--- src/rtl/mem_bank_b_sequencer.sv ---
// mem_bank_b_sequencer
// Sequences the B-operand stream for a systolic array job. A job is m passes.
// Each pass restarts the B address generator, issues n*p beats as the array
// accepts them, and then checks the generator's beat count against n*p.
// Bad job parameters, or a beat-count mismatch, set a sticky error flag.
// A job that is already running keeps going to completion when an error is set.

module mem_bank_b_sequencer #(
    parameter int ARRAY_WIDTH      = 4,
    parameter int BUS_WIDTH_BYTES  = 32,
    parameter int DATA_WIDTH_BYTES = 1
) (
    input  logic        clk,
    input  logic        reset,
    input  logic        start_i,
    input  logic [15:0] n,
    input  logic [15:0] p,
    input  logic [15:0] m,
    input  logic        array_ready_i,
    input  logic [15:0] gen_count_i,
    output logic        gen_start_o,
    output logic        gen_valid_o,
    output logic        gen_clear_o,
    output logic        busy_o,
    output logic        done_o,
    output logic        error_o
);

    // Number of array-width element groups carried by one bus word.
    // Every row of B must occupy a whole number of bus words.
    localparam int BURST      = BUS_WIDTH_BYTES / DATA_WIDTH_BYTES / ARRAY_WIDTH;
    localparam int BURST_LOG2 = (BURST > 1) ? $clog2(BURST) : 1;

    typedef enum logic [2:0] {
        ST_IDLE     = 3'd0,
        ST_INIT     = 3'd1,
        ST_RUN      = 3'd2,
        ST_PASS_END = 3'd3,
        ST_DONE     = 3'd4
    } state_t;

    // State and latched job parameters
    state_t      state_q,     state_d;
    logic [15:0] n_q,         n_d;
    logic [15:0] p_q,         p_d;
    logic [15:0] m_q,         m_d;
    logic [31:0] beat_cnt_q,  beat_cnt_d;
    logic [15:0] pass_cnt_q,  pass_cnt_d;

    // Registered outputs
    logic        gen_start_q, gen_start_d;
    logic        gen_clear_q, gen_clear_d;
    logic        busy_q,      busy_d;
    logic        done_q,      done_d;
    logic        error_q,     error_d;

    // Helper terms
    logic [31:0] beats_per_pass_s;
    logic        start_bad_s;
    logic        p_aligned_s;
    logic        last_beat_s;
    logic        count_mismatch_s;
    logic        last_pass_s;

    // Beats issued in each pass, computed from the latched parameters (full 32-bit product).
    assign beats_per_pass_s = {16'd0, n_q} * {16'd0, p_q};

    // p must be a multiple of BURST, so its low bits must all be zero.
    assign p_aligned_s = (p[BURST_LOG2-1:0] == {BURST_LOG2{1'b0}});

    // A start with any zero dimension or a misaligned p cannot run.
    assign start_bad_s = (n == 16'd0) | (p == 16'd0) | (m == 16'd0) | ~p_aligned_s;

    // This cycle issues the final beat of the pass.
    assign last_beat_s = (beat_cnt_q == 32'd1) & array_ready_i;

    // The generator should have counted exactly one pass worth of beats.
    assign count_mismatch_s = (gen_count_i != beats_per_pass_s[15:0]);

    // The pass that is ending is the last pass of the job.
    assign last_pass_s = (pass_cnt_q == 16'd1);

    // While running, the generator advances exactly when the array takes a beat.
    assign gen_valid_o = (state_q == ST_RUN) & array_ready_i;

    assign gen_start_o = gen_start_q;
    assign gen_clear_o = gen_clear_q;
    assign busy_o      = busy_q;
    assign done_o      = done_q;
    assign error_o     = error_q;

    // Next-state and next-output logic for the job sequencer.
    always_comb begin
        state_d     = state_q;
        n_d         = n_q;
        p_d         = p_q;
        m_d         = m_q;
        beat_cnt_d  = beat_cnt_q;
        pass_cnt_d  = pass_cnt_q;
        error_d     = error_q;
        gen_start_d = 1'b0;
        gen_clear_d = 1'b0;
        done_d      = 1'b0;
        busy_d      = 1'b0;

        case (state_q)
            ST_IDLE: begin
                if (start_i) begin
                    n_d        = n;
                    p_d        = p;
                    m_d        = m;
                    pass_cnt_d = m;
                    if (start_bad_s) begin
                        // Reject the job: flag it and finish at once, with no generator activity.
                        error_d = 1'b1;
                        done_d  = 1'b1;
                        state_d = ST_DONE;
                    end else begin
                        error_d     = 1'b0;
                        gen_start_d = 1'b1;
                        state_d     = ST_INIT;
                    end
                end else begin
                    state_d = ST_IDLE;
                end
            end

            ST_INIT: begin
                beat_cnt_d = beats_per_pass_s;
                state_d    = ST_RUN;
            end

            ST_RUN: begin
                if (array_ready_i) begin
                    beat_cnt_d = beat_cnt_q - 32'd1;
                    if (last_beat_s) begin
                        gen_clear_d = 1'b1;
                        state_d     = ST_PASS_END;
                    end else begin
                        state_d = ST_RUN;
                    end
                end else begin
                    // The array stalled, so everything holds.
                    state_d = ST_RUN;
                end
            end

            ST_PASS_END: begin
                if (count_mismatch_s) begin
                    error_d = 1'b1;
                end else begin
                    error_d = error_q;
                end
                pass_cnt_d = pass_cnt_q - 16'd1;
                if (last_pass_s) begin
                    done_d  = 1'b1;
                    state_d = ST_DONE;
                end else begin
                    gen_start_d = 1'b1;
                    state_d     = ST_INIT;
                end
            end

            ST_DONE: begin
                state_d = ST_IDLE;
            end

            default: begin
                // An unreachable encoding was seen, so fall back to a safe idle.
                state_d = ST_IDLE;
            end
        endcase

        // busy_o is high for the whole of every pass and low otherwise.
        if ((state_d == ST_INIT) || (state_d == ST_RUN) || (state_d == ST_PASS_END)) begin
            busy_d = 1'b1;
        end else begin
            busy_d = 1'b0;
        end
    end

    // State, counter, parameter and output registers. Reset is asynchronous and active high.
    always_ff @(posedge clk or posedge reset) begin
        if (reset) begin
            state_q     <= ST_IDLE;
            n_q         <= 16'd0;
            p_q         <= 16'd0;
            m_q         <= 16'd0;
            beat_cnt_q  <= 32'd0;
            pass_cnt_q  <= 16'd0;
            gen_start_q <= 1'b0;
            gen_clear_q <= 1'b0;
            busy_q      <= 1'b0;
            done_q      <= 1'b0;
            error_q     <= 1'b0;
        end else begin
            state_q     <= state_d;
            n_q         <= n_d;
            p_q         <= p_d;
            m_q         <= m_d;
            beat_cnt_q  <= beat_cnt_d;
            pass_cnt_q  <= pass_cnt_d;
            gen_start_q <= gen_start_d;
            gen_clear_q <= gen_clear_d;
            busy_q      <= busy_d;
            done_q      <= done_d;
            error_q     <= error_d;
        end
    end

endmodule

--- config.mk ---
export PLATFORM = sky130hd
export DESIGN_NAME = mem_bank_b_sequencer
export DESIGN_NICKNAME = d
export VERILOG_FILES = /design/src/rtl/mem_bank_b_sequencer.sv
export SDC_FILE = /design/constraint.sdc
export NUM_CORES = 1
export LEC_CHECK = 0
export ABC_AREA = 1
export BUFFER_PORTS_ARGS = -buffer_cell sky130_fd_sc_hd__buf_2
export CORE_ASPECT_RATIO = 1.75
export CORE_MARGIN = 5
export CORE_UTILIZATION = 30
export DETAILED_ROUTE_END_ITERATION = 12
export PLACE_DENSITY = 0.45
export SLEW_MARGIN = 20
export SYNTH_ARGS = -nofsm -noshare
export SYNTH_HDL_FRONTEND = slang
export SYNTH_SLANG_ARGS = --single-unit
--- constraint.sdc ---
create_clock -name clk -period 5.3 [get_ports clk]
set_input_delay 0.795 -clock clk [delete_from_list [all_inputs] [get_ports clk]]
set_output_delay 0.795 -clock clk [all_outputs]
set_load 0.02 [all_outputs]
# ---- After elaboration in Yosys (flattened, before gate mapping)
# Cells that the tools add are included.
dict set report classes {
  addsub 2
  mul 1
  n_div 0
  n_lt_le_gt_ge 0
  n_eq_ne 12
  n_shift 0
  muxes 25
  bitwise_logic 6
  n_reduce_logical 13
}
# op count
set ops {}
lappend ops {{$pmux W32 S2} 1}
lappend ops {{$logic_not A16 Y1} 3}
lappend ops {{$eq A32 B1 Y1 const B} 1}
lappend ops {{$mul A16 B16 Y32} 1}
lappend ops {{$mux W32} 1}
lappend ops {{$pmux W16 S2} 1}
lappend ops {{$sub A32 B1 Y32 const B} 1}
lappend ops {{$eq A16 B1 Y1 const B} 1}
lappend ops {{$mux W16} 1}
lappend ops {{$ne A16 B16 Y1} 1}
lappend ops {{$sub A16 B1 Y16 const B} 1}
lappend ops {{$mux W1} 13}
lappend ops {{$eq A3 B2 Y1 const B} 4}
lappend ops {{$mux W3} 4}
lappend ops {{$pmux W3 S4} 1}
lappend ops {{$eq A3 B1 Y1 const B} 2}
lappend ops {{$logic_not A3 Y1} 2}
lappend ops {{$ne A2 B2 Y1 const B} 3}
lappend ops {{$pmux W1 S2} 3}
lappend ops {{$reduce_and A2 Y1} 3}
lappend ops {{$reduce_bool A2 Y1} 2}
lappend ops {{$or A1 B1 Y1} 3}
lappend ops {{$reduce_and A3 Y1} 1}
lappend ops {{$and A1 B1 Y1} 2}
lappend ops {{2 further kinds} 3}
dict set report totals {
  ff_bits 88
  latch_bits 0
  mem_bits_rw 0
  rom_bits 0
  input_bits 68
  mem_count 0
}

# ---- Logic depth before layout (Yosys ltp)
# Gate-level depths: netlist of run 1.
dict set report logic_depth {
  word_depth 11
  mapped_depth 30
  mapped_depth_nobuf 28
}

# ---- Worst setup path after synthesis of run 1
# Ideal clock, no wire load.
dict set report synth_timing {
  path_type {register -> register}
  start {reg n_q[7]}
  end {reg beat_cnt_q[23]}
  setup_ns 0.121
  arrival_time_ns 5.458
  t_required_ns 5.179
  slack_ns -0.279
  path_stages_with_launch 27
  synth_period_minus_slack_ns 5.579
  path_cell_list {dfrtp_1 > clkbuf_1 > clkbuf_1 > nand2_1 > fa_1 > inv_1 > fa_1 > inv_1 > fa_1 > inv_1 > fa_1 > fa_1 > inv_1 > fa_1 > inv_1 > ha_1 > nand2_1 > inv_1 > a21oi_1 > nand3_1 > nand2_1 > nand2_1 > nand2_1 > nand2_1 > or2_2 > nand3_1 > a21oi_1}
}
dict set report synth_between {
  elab_chain_len 2
}
# element line_no
set synth_rtl {}
lappend synth_rtl {{start, declared} 44} ;# logic [15:0] n_q, n_d;
lappend synth_rtl {{start signal, assigned} 198} ;# n_q <= n_d;
lappend synth_rtl {{$mul A16 B16 Y32} 66} ;# assign beats_per_pass_s = {16'd0, n_q} * {16'd0, p_q};
lappend synth_rtl {{$pmux W32 S2} 106} ;# case (state_q)
lappend synth_rtl {{end signal, assigned} 201} ;# beat_cnt_q <= beat_cnt_d;
lappend synth_rtl {{end, declared} 47} ;# logic [31:0] beat_cnt_q, beat_cnt_d;
# No other way between the ends.
# A chain may end at the register's enable or synchronous reset.

# ---- Final worst setup path of run 1
dict set report layout_timing {
  start {reg p_q[5]}
  end {reg beat_cnt_q[27]}
}
dict set report layout_between {
  elab_chain_len 2
}
# element line_no
set layout_rtl {}
lappend layout_rtl {{start, declared} 45} ;# logic [15:0] p_q, p_d;
lappend layout_rtl {{start signal, assigned} 199} ;# p_q <= p_d;
lappend layout_rtl {{$mul A16 B16 Y32} 66}
lappend layout_rtl {{$pmux W32 S2} 106}
# No other way between the ends.

==> impl_results.md, run 1 <==
* Final Max Slew Viols at 0
* Clock Pin Slew Worst Setup and Hold Paths at 0.08 ns
* Area grow syn2layout at 30.6%
* HPWL after DPL at 40.1 mm
* Synthesized net count at 2361
* Skew final at 0.0150 ns
* Clock Tree Buf Depth at 2
* Die X at 175 µm
* F_max at 182 MHz
* GRT Residual Overflow at 0
* Slowest cell on crit path: fa_1
* Synth area leaders: fa_1 (27%), dfrtp_1 (15%), nand2_1 (15%)
* Layout fillers at 4880
* Starting density of the core at 30.4%
* Via Count at 13400
* Num CTS Buffers at 9
* Area of the multi-input gates at 0.0111 mm²
* Violated checks: negative setup slack
* Max cap viols at 0
* DP Worst Slack at -0.666 ns
* Tot GR Track Use at 18.8%
* Row cnt at 105
* Slew headroom at 34.3%
* Seq/Total Area, Yosys at 15.5%
* Post-Syn Area at 0.0142 mm²
* Setup ws final at -0.181 ns
* Final Hold Viols at 0
* Register area at 0.00223 mm²
* Initial antenna violation count at 0
* I/O pins at 74
* Worst skew pair latency at 0.38 ns
* DR WL/cell at 17.1 µm
* Post-synth EDFFs at 0
* YS warnings at 0
* Status: finished with violations
* Hold Crit Class: register to register
* CP Data Arrival Time at 5.72 ns
* Initial DRC count at 500
* Crit path launch type: register
* Crit path max-delay family: adder cells
* Port buffer count at 73
* Hold-fix buffers at CTS at 0
* Ys flop type: dfrtp_1
* CP cell instances: buf_12 > buf_6 > nand2_2 > inv_2 > fa_1 > inv_1 > fa_1 > inv_2 > fa_1 > fa_2 > fa_1 > inv_1 > fa_1 > inv_2 > ha_4 > nand2_4 > nand2_4 > a21oi_4 > o21ai_1 > nand2_1 > nand3_2 > or2_2 > nand3_1 > a31oi_1
* Drt pass-1 iters at 5
* Netlist cell types at 47
* TNS Setup at -2.05 ns
* Buf+Inv Stages, Crit Path at 7
* CTS root buf: clkbuf_16
* Largest stage delay on the critical path at 0.55 ns
* Routing usage on met2 at 37.9%
* Tcrit/Tclk final at 103%
* Die Height at 298 µm
* Top-count cell post-synth: nand2_1
* Share of layout cells above drive strength 1 at 26.5%
* First-pass GRT wire length at 77.3 mm
* RSZ-0062 raised after global routing: yes
* Post-synth ARST share at 100%
* Leading area contributor after synthesis: fa_1
* GR Util met3 at 1.92%
* ANT nets after route at 0
* Crit Path Class: register to register
* TritonCTS clock tree: built
* # DRC at 0
* Avg Inst Size Synth at 7.15 µm²
* Antenna diodes at 0
* Die Footprint at 0.0521 mm²
* Core Region at 0.0469 mm²
* Yosys top cell area share at 27.3%
* CP required at 5.54 ns
* Post-layout minimum cycle time at 5.48 ns
* Vias in the first global route at 14700
* Pin count of the biggest net entering global routing at 54
* DR vias/cell at 4.76
* Synthesized flop and latch total at 88
* Clock Sinks at 88
* GR peak layer: met2
* CP Capture Type: register
* Total Wirelength at 48.0 mm
* Setup-failing EPs final at 17
* Slew @ Worst Pin at 0.977 ns
* CP most frequent cell: fa_1
* Final nets at 2591
* H-tree depth at 3
* Post-synth top cells: nand2_1 (558), inv_1 (459), fa_1 (194)
* Mapped Cells at 1991
* Met1 usage at 19.0%
* GP Congestion at 0.910
* CP max FO at 4
==> kinds of logic after synthesis <==
| kind of cell | Yosys count | share of synthesized area (%) |
|---|---|---|
| AOI/OAI and AO/OA | 178 | 7.07 |
| and+or+nand+nor | 856 | 25.0 |
| DFF | 88 | 15.5 |
| adders and majority gates | 302 | 36.8 |
| buffers and inverters | 548 | 14.5 |
| xor gates and xnor gates | 19 | 1.17 |
==> timing repair <==
| action | 4_1_cts | 5_1_grt |
|---|---|---|
| cloned | 1 | 0 |
| pin swaps | 57 | 81 |
| setup endpoints to repair | 23 | 24 |
| resized for setup | 196 | 172 |
| setup buffers | 35 | 14 |
==> layout make-up <==
cell class | count | area share (%)
clock buffer | 10 | 1.23
tap | 588 | 3.95
sequential | 88 | 12.0
clock inverter | 6 | 0.303
inverter | 459 | 9.29
multi-input combinational | 1355 | 59.8
timing repair buffer | 308 | 13.4
==> path summary, 6_finish.rpt <==
path                                        to           from  depth (start not counted)  slack [ns]
worst max-delay path            beat_cnt_q[27]         p_q[5]                         24       -0.18
worst min-delay path             pass_cnt_q[2]  pass_cnt_q[2]                          2        0.52
worst max register to register  beat_cnt_q[27]         p_q[5]                         24       -0.18
worst min register to register   pass_cnt_q[2]  pass_cnt_q[2]                          2        0.52
max in group asynchronous       beat_cnt_q[21]          reset                          3        3.67
min in group asynchronous               p_q[0]          reset                          2        0.56
==> per-layer routing <==
layer	vias to the layer above	routed length (µm)
li1	6448	-
met1	6557	17100
met2	267	27000
met3	114	1120
met4	0	2800
met5	-	0
==> flip-flops by register name, indices dropped and copies added, names as in the netlist <==
name	flops
done_o	1
gen_start_o	1
busy_o	1
beat_cnt_q	32
gen_clear_o	1
state_q	3
pass_cnt_q	16
n_q	16
p_q	16
error_o	1
==> layout by cell type (no fill, tap or decap), types with 49 or more instances in the layout <==
cell     netlist  layout
buf_2          7      74
buf_4          1     178
dfrtp_1       88      67
nand3_1       98      78
o21ai_0       68      49
nor2_1       122     100
nand2_1      558     497
ha_1         108      88
fa_1         194     181
inv_1        459     421
==> per-stage QoR <==
stage	utilization [%]	cells	hold WS (ns)	instance area [µm²]
6_report	39.7	2814	0.521	18600
5_1_grt	39.7	2814	0.553	18600
4_1_cts	38.2	2801	0.524	17900
3_5_place_dp	35.3	2750	0.503	16600
3_3_place_gp	35.3	2750	0.501	16600
2_1_floorplan	-	1991	0.474	14300
==> worst reg2reg max path, stage by stage (launching register included) <==
cell     delay [ns]
dfrtp_2        0.48
buf_12         0.16
buf_6          0.11
nand2_2        0.05
inv_2          0.04
fa_1           0.51
inv_1          0.05
fa_1           0.49
inv_2          0.04
fa_1           0.53
fa_2           0.49
fa_1           0.55
inv_1          0.05
fa_1           0.50
inv_2          0.05
ha_4           0.25
nand2_4        0.07
nand2_4        0.07
a21oi_4        0.17
o21ai_1        0.09
nand2_1        0.08
nand3_2        0.09
or2_2          0.28
nand3_1        0.07
a31oi_1        0.08
Power of run 1 is left out: the tool's default activity adds up to more than one toggle a clock period on the data nets, which glitch-free logic cannot reach.
==> run 2: changes to the inputs <==
CORE_MARGIN = 1.5   (was 5)
PLACE_DENSITY = 0.44   (was 0.45)
clock period = 6.6 ns   (was 5.3 ns; I/O delays follow)
==> run 2 against run 1 <==
The flow now finishes without violations. First-iteration DRC count decreased by 13%. Sequential share of layout area increased by 2.2 points. Cell area decreased by 16%. Die area decreased by 6.3%. Clock-buffer cell count unchanged. Sequential cell count unchanged. Register-to-register slack improved by 0.60 ns. Setup slack improved by 0.60 ns. Routed wire length decreased by 4.1%. Via count decreased by 8.0%. Critical path depth decreased by 1. Critical path type unchanged. Critical endpoint is now error_o.
==> impl_results.md, run 2 (same netlist as run 1, synthesis figures left out) <==
* Crit Path Class: register to register
* HPWL after DPL at 38.8 mm
* Post-layout minimum cycle time at 6.18 ns
* Num CTS Buffers at 9
* Tcrit/Tclk final at 93.7%
* Initial DRC count at 433
* CP Data Arrival Time at 6.49 ns
* Largest stage delay on the critical path at 0.76 ns
* TNS Setup at 0 ns
* F_max at 162 MHz
* ANT nets after route at 0
* Worst skew pair latency at 0.38 ns
* Max cap viols at 0
* Pin count of the biggest net entering global routing at 57
* Die X at 168 µm
* Commonest non-fill, non-tap cell in the layout: nand2_1
* Final Hold Viols at 0
* GP Congestion at 0.844
* Slowest cell on crit path: dfrtp_1
* CTS root buf: clkbuf_16
* DR WL/cell at 17.6 µm
* CP max FO at 13
* CP most frequent cell: nand2_1
* Buf+Inv Stages, Crit Path at 3
* TritonCTS clock tree: built
* CP required at 6.91 ns
* Setup bufs post-CTS at 0
* Placed Area at 0.0153 mm²
* GRT Residual Overflow at 0
* Hold-fix buffers at CTS at 0
* CP cell instances: nand2_1 > fa_1 > fa_1 > fa_1 > inv_1 > fa_1 > fa_1 > inv_1 > fa_1 > inv_1 > ha_1 > nand2_1 > nor2_1 > nand3_1 > nand3_1 > nand2_1 > nand3_1 > nand2_1 > nor2_1 > nand3_1 > nand2_1 > nand2_1 > nand2_1
* Largest register FFs at 32
* Crit path max-delay family: adder cells
* Final Max Slew Viols at 0
* Clock Pin Slew Worst Setup and Hold Paths at 0.08 ns
* Setup-failing EPs final at 0
* Share of layout cells above drive strength 1 at 8.31%
* Starting density of the core at 30.4%
* DR vias/cell at 4.70
* Vias in the first global route at 13700
* Status: finished clean
* Hold Crit Class: register to register
* Most frequent cells in the layout: nand2_1 (558), inv_1 (458), fa_1 (194)
* H-tree depth at 3
* Row cnt at 105
* Wl on met1 at 17.4 mm
* I/O pins at 74
* Clock Tree Buf Depth at 2
* Crit path launch type: register
* Util after Layout at 33.4%
* Initial antenna violation count at 0
* Port buffer count at 73
* Antenna diodes at 0
* Drt pass-1 iters at 5
* Total Wirelength at 46.0 mm
* Met2 wire len at 26.5 mm
* Area grow syn2layout at 9.93%
* Top reg by flops: beat_cnt_q
* Via Count at 12300
* RSZ-0062 raised after global routing: no
* Skew final at 0.0130 ns
* First-pass GRT wire length at 75.7 mm
* Core Region at 0.0469 mm²
* Die Footprint at 0.0489 mm²
* Reg-to-reg slack, setup at 0.42 ns
* Final instance area at 0.0157 mm²
* Tot GR Track Use at 20.2%
* Die Height at 291 µm
* Slew @ Worst Pin at 0.793 ns
* Slew headroom at 47.2%
* Post-cts sizing count at 0
* Met3 Wirelength at 606 µm
* CP Capture Type: register
* Layout fillers at 5072
* # DRC at 0
* Top Metal Used: met4
* Clock Sinks at 88
* Final nets at 2399
## run 2: cell types whose count changed in the layout (fill, tap and decap cells not counted), sizes merged
cell    previous run  this run
buf              307       116
bufinv             0         1
clkbuf            11        10
clkinv             0         2
inv              464       461
## run 2: layer usage
metal	vias to the layer above	global-route usage (%)
met5	-	0
met2	139	40.8
met4	0	7.40
met1	6058	21.4
li1	6063	-
met3	54	1.36
## run 2: worst paths after layout
| check | cells past startpoint | end | start |
|---|---|---|---|
| max in group asynchronous | 3 | beat_cnt_q[27] | reset |
| worst max-delay path | 23 | error_o | p_q[3] |
| worst min register to register | 2 | pass_cnt_q[2] | pass_cnt_q[2] |
| worst max register to register | 23 | error_o | p_q[3] |
| min in group asynchronous | 2 | p_q[3] | reset |
| worst min-delay path | 2 | pass_cnt_q[2] | pass_cnt_q[2] |
## run 2: metrics by stage
step	instances	hold WS, ns	setup WS [ns]
after floorplan	1991	0.474	1.02
final	2622	0.528	0.419
after global routing	2622	0.552	0.0101
after global placement	2606	0.504	0.0530
after CTS	2622	0.524	0.0470
after detailed placement	2606	0.506	0.109
## run 2: cell type report
| type | count | area [µm²] | area share, % |
|---|---|---|---|
| multi-input combinational | 1355 | 9980 | 63.7 |
| sequential | 88 | 2220 | 14.2 |
| inverter | 459 | 1730 | 11.0 |
| tap | 588 | 736 | 4.70 |
| timing repair buffer | 116 | 688 | 4.39 |
| clock buffer | 10 | 239 | 1.53 |
| clock inverter | 6 | 75.1 | 0.479 |
## run 2: tightest hold or removal path, cell delays in order, from the launching register on
cell     delay [ns]
dfrtp_1        0.37
nand2_1        0.06
nand3_1        0.06
Power of run 2 is left out for the same reason.
==> run 3: changes to the inputs <==
CORE_MARGIN = default   (was 1.5)
==> run 3 against run 2 <==
Sequential share of layout area barely moved. Sequential cell count did not move. Hold slack worse by 0.020 ns. Routed wire length grew 0.28%. Fmax is 0.90% lower. Cell area down 0.25%. Critical path depth up 1. First-iteration DRC count grew 14%. Highest routed layer unchanged.
==> impl_results.md, run 3 (same netlist as run 1, synthesis figures left out) <==
* Critical Path Sink: error_o
* Hold WS at 0.508 ns
* Hold Crit Class: register to register
* Initial antenna violation count at 0
* Area grow syn2layout at 9.66%
* Buf+Inv Stages, Crit Path at 4
* Pin count of the biggest net entering global routing at 62
* Core Region at 0.0469 mm²
* WP depth at 24
* Final Max Slew Viols at 0
* CP most frequent cell: nand2_1
* Die Footprint at 0.0484 mm²
* Util after Layout at 33.3%
* Skew final at 0.0187 ns
* Max cap viols at 0
* Num CTS Buffers at 9
* Hold-fix buffers at CTS at 0
* Tot GR Track Use at 20.3%
* ANT nets after route at 0
* Clock Tree Buf Depth at 2
* Die X at 167 µm
* Starting density of the core at 30.4%
* DR WL/cell at 17.6 µm
* R2R cell count at 24
* Antenna diodes at 0
* Clock Pin Slew Worst Setup and Hold Paths at 0.08 ns
* Area of the multi-input gates at 0.00999 mm²
* F_max at 160 MHz
* Status: finished clean
* Crit path launch type: register
* # DRC at 0
* GRT Residual Overflow at 0
* Commonest non-fill, non-tap cell in the layout: nand2_1
* Largest stage delay on the critical path at 0.66 ns
* CP Capture Type: register
* Register area at 0.00221 mm²
* Port buffer count at 73
* Final nets at 2397
* CTS root buf: clkbuf_16
* Initial DRC count at 493
* HPWL after DPL at 38.7 mm
* Die Height at 290 µm
* Final Hold Viols at 0
* GP Congestion at 0.858
* RSZ-0062 raised after global routing: no
* Worst R2R End: error_o
* CP required at 6.91 ns
* Setup bufs post-CTS at 0
* Layout fillers at 5088
* CP cell instances: buf_4 > nand2_1 > fa_1 > fa_1 > fa_1 > fa_1 > inv_1 > fa_1 > inv_1 > fa_1 > inv_1 > ha_1 > nand2_1 > nor2_2 > nand3_1 > nand3_1 > nand2_1 > nand3_1 > nand2_1 > nor2_1 > nand3_1 > nand2_1 > nand2_1 > nand2_1
* TritonCTS clock tree: built
* Share of layout cells above drive strength 1 at 8.22%
* Reg-to-reg slack, setup at 0.36 ns
* Worst skew pair latency at 0.39 ns
* First-pass GRT wire length at 74.7 mm
* Top reg by flops: beat_cnt_q
* CP Data Arrival Time at 6.55 ns
* Post-cts sizing count at 1
* Crit path max-delay family: adder cells
* I/O pins at 74
* Vias in the first global route at 13600
* Row cnt at 105
* H-tree depth at 3
* CP max FO at 10
* Tcrit/Tclk final at 94.5%
* Setup-failing EPs final at 0
* Crit. Startpoint: p_q[3]
* Total Wirelength at 46.2 mm
* Slowest cell on crit path: dfrtp_1
* Crit Path Class: register to register
* R2R Path Start: p_q[3]
* Post-layout minimum cycle time at 6.24 ns
* Clock Sinks at 88
* Slew @ Worst Pin at 0.908 ns
* Drt pass-1 iters at 5
* Most frequent cells in the layout: nand2_1 (558), inv_1 (458), fa_1 (194)
* DR vias/cell at 4.76
* Via Count at 12500
* Slew headroom at 39.5%
* TNS Setup at 0 ns
* Largest register FFs at 32
==> run 3: cell types whose count changed in the layout (fill, tap and decap cells not counted) <==
cell       previous run  this run
a31oi_1              16        15
a31oi_2               0         1
buf_4                43        41
bufinv_16             1         0
clkbuf_1              0         1
clkbuf_8              1         0
clkinv_4              2         0
dfrtp_1              78        79
dfrtp_4               1         0
inv_6                 1         3
inv_8                 1         2
nor2_1              122       121
nor2_2                5         6
==> run 3: worst min-delay path, delay by kind of cell (launching register included) <==
| kind | cells | cell delay, ns |
|---|---|---|
| DFF | 1 | 0.37 |
| and+or+nand+nor | 2 | 0.10 |
==> run 3: worst min-delay path by stage <==
stage | end | slack [ns] | from | cells past startpoint
floorplan | pass_cnt_q[2] | 0.47 | pass_cnt_q[2] | 2
CTS | pass_cnt_q[2] | 0.52 | pass_cnt_q[2] | 2
global placement | pass_cnt_q[2] | 0.49 | pass_cnt_q[2] | 2
detailed placement | pass_cnt_q[2] | 0.50 | pass_cnt_q[2] | 2
finish | error_o | 0.51 | error_o | 2
global route | pass_cnt_q[2] | 0.55 | pass_cnt_q[2] | 2
==> run 3: cell type report <==
class | instances | area share (%)
multi-input combinational | 1355 | 63.9
timing repair buffer | 114 | 4.31
clock buffer | 10 | 1.47
inverter | 459 | 11.0
tap | 588 | 4.71
sequential | 88 | 14.2
clock inverter | 6 | 0.360
==> run 3: per-layer routing <==
metal	global-route usage (%)	vias up	wire length (µm)
li1	-	6061	-
met4	10.9	0	2590
met5	0	-	0
met1	20.6	6095	16800
met3	1.93	103	919
met2	40.0	224	25900
==> run 3: metrics by stage <==
stage	setup WS (ns)	instance area, µm²	instances
floorplan	1.02	14200	1991
global placement	0.0449	15300	2604
detailed placement	0.0746	15300	2604
CTS	0.0525	15600	2620
global route	0.0198	15600	2620
finish	0.362	15600	2620
Power of run 3 is left out for the same reason.
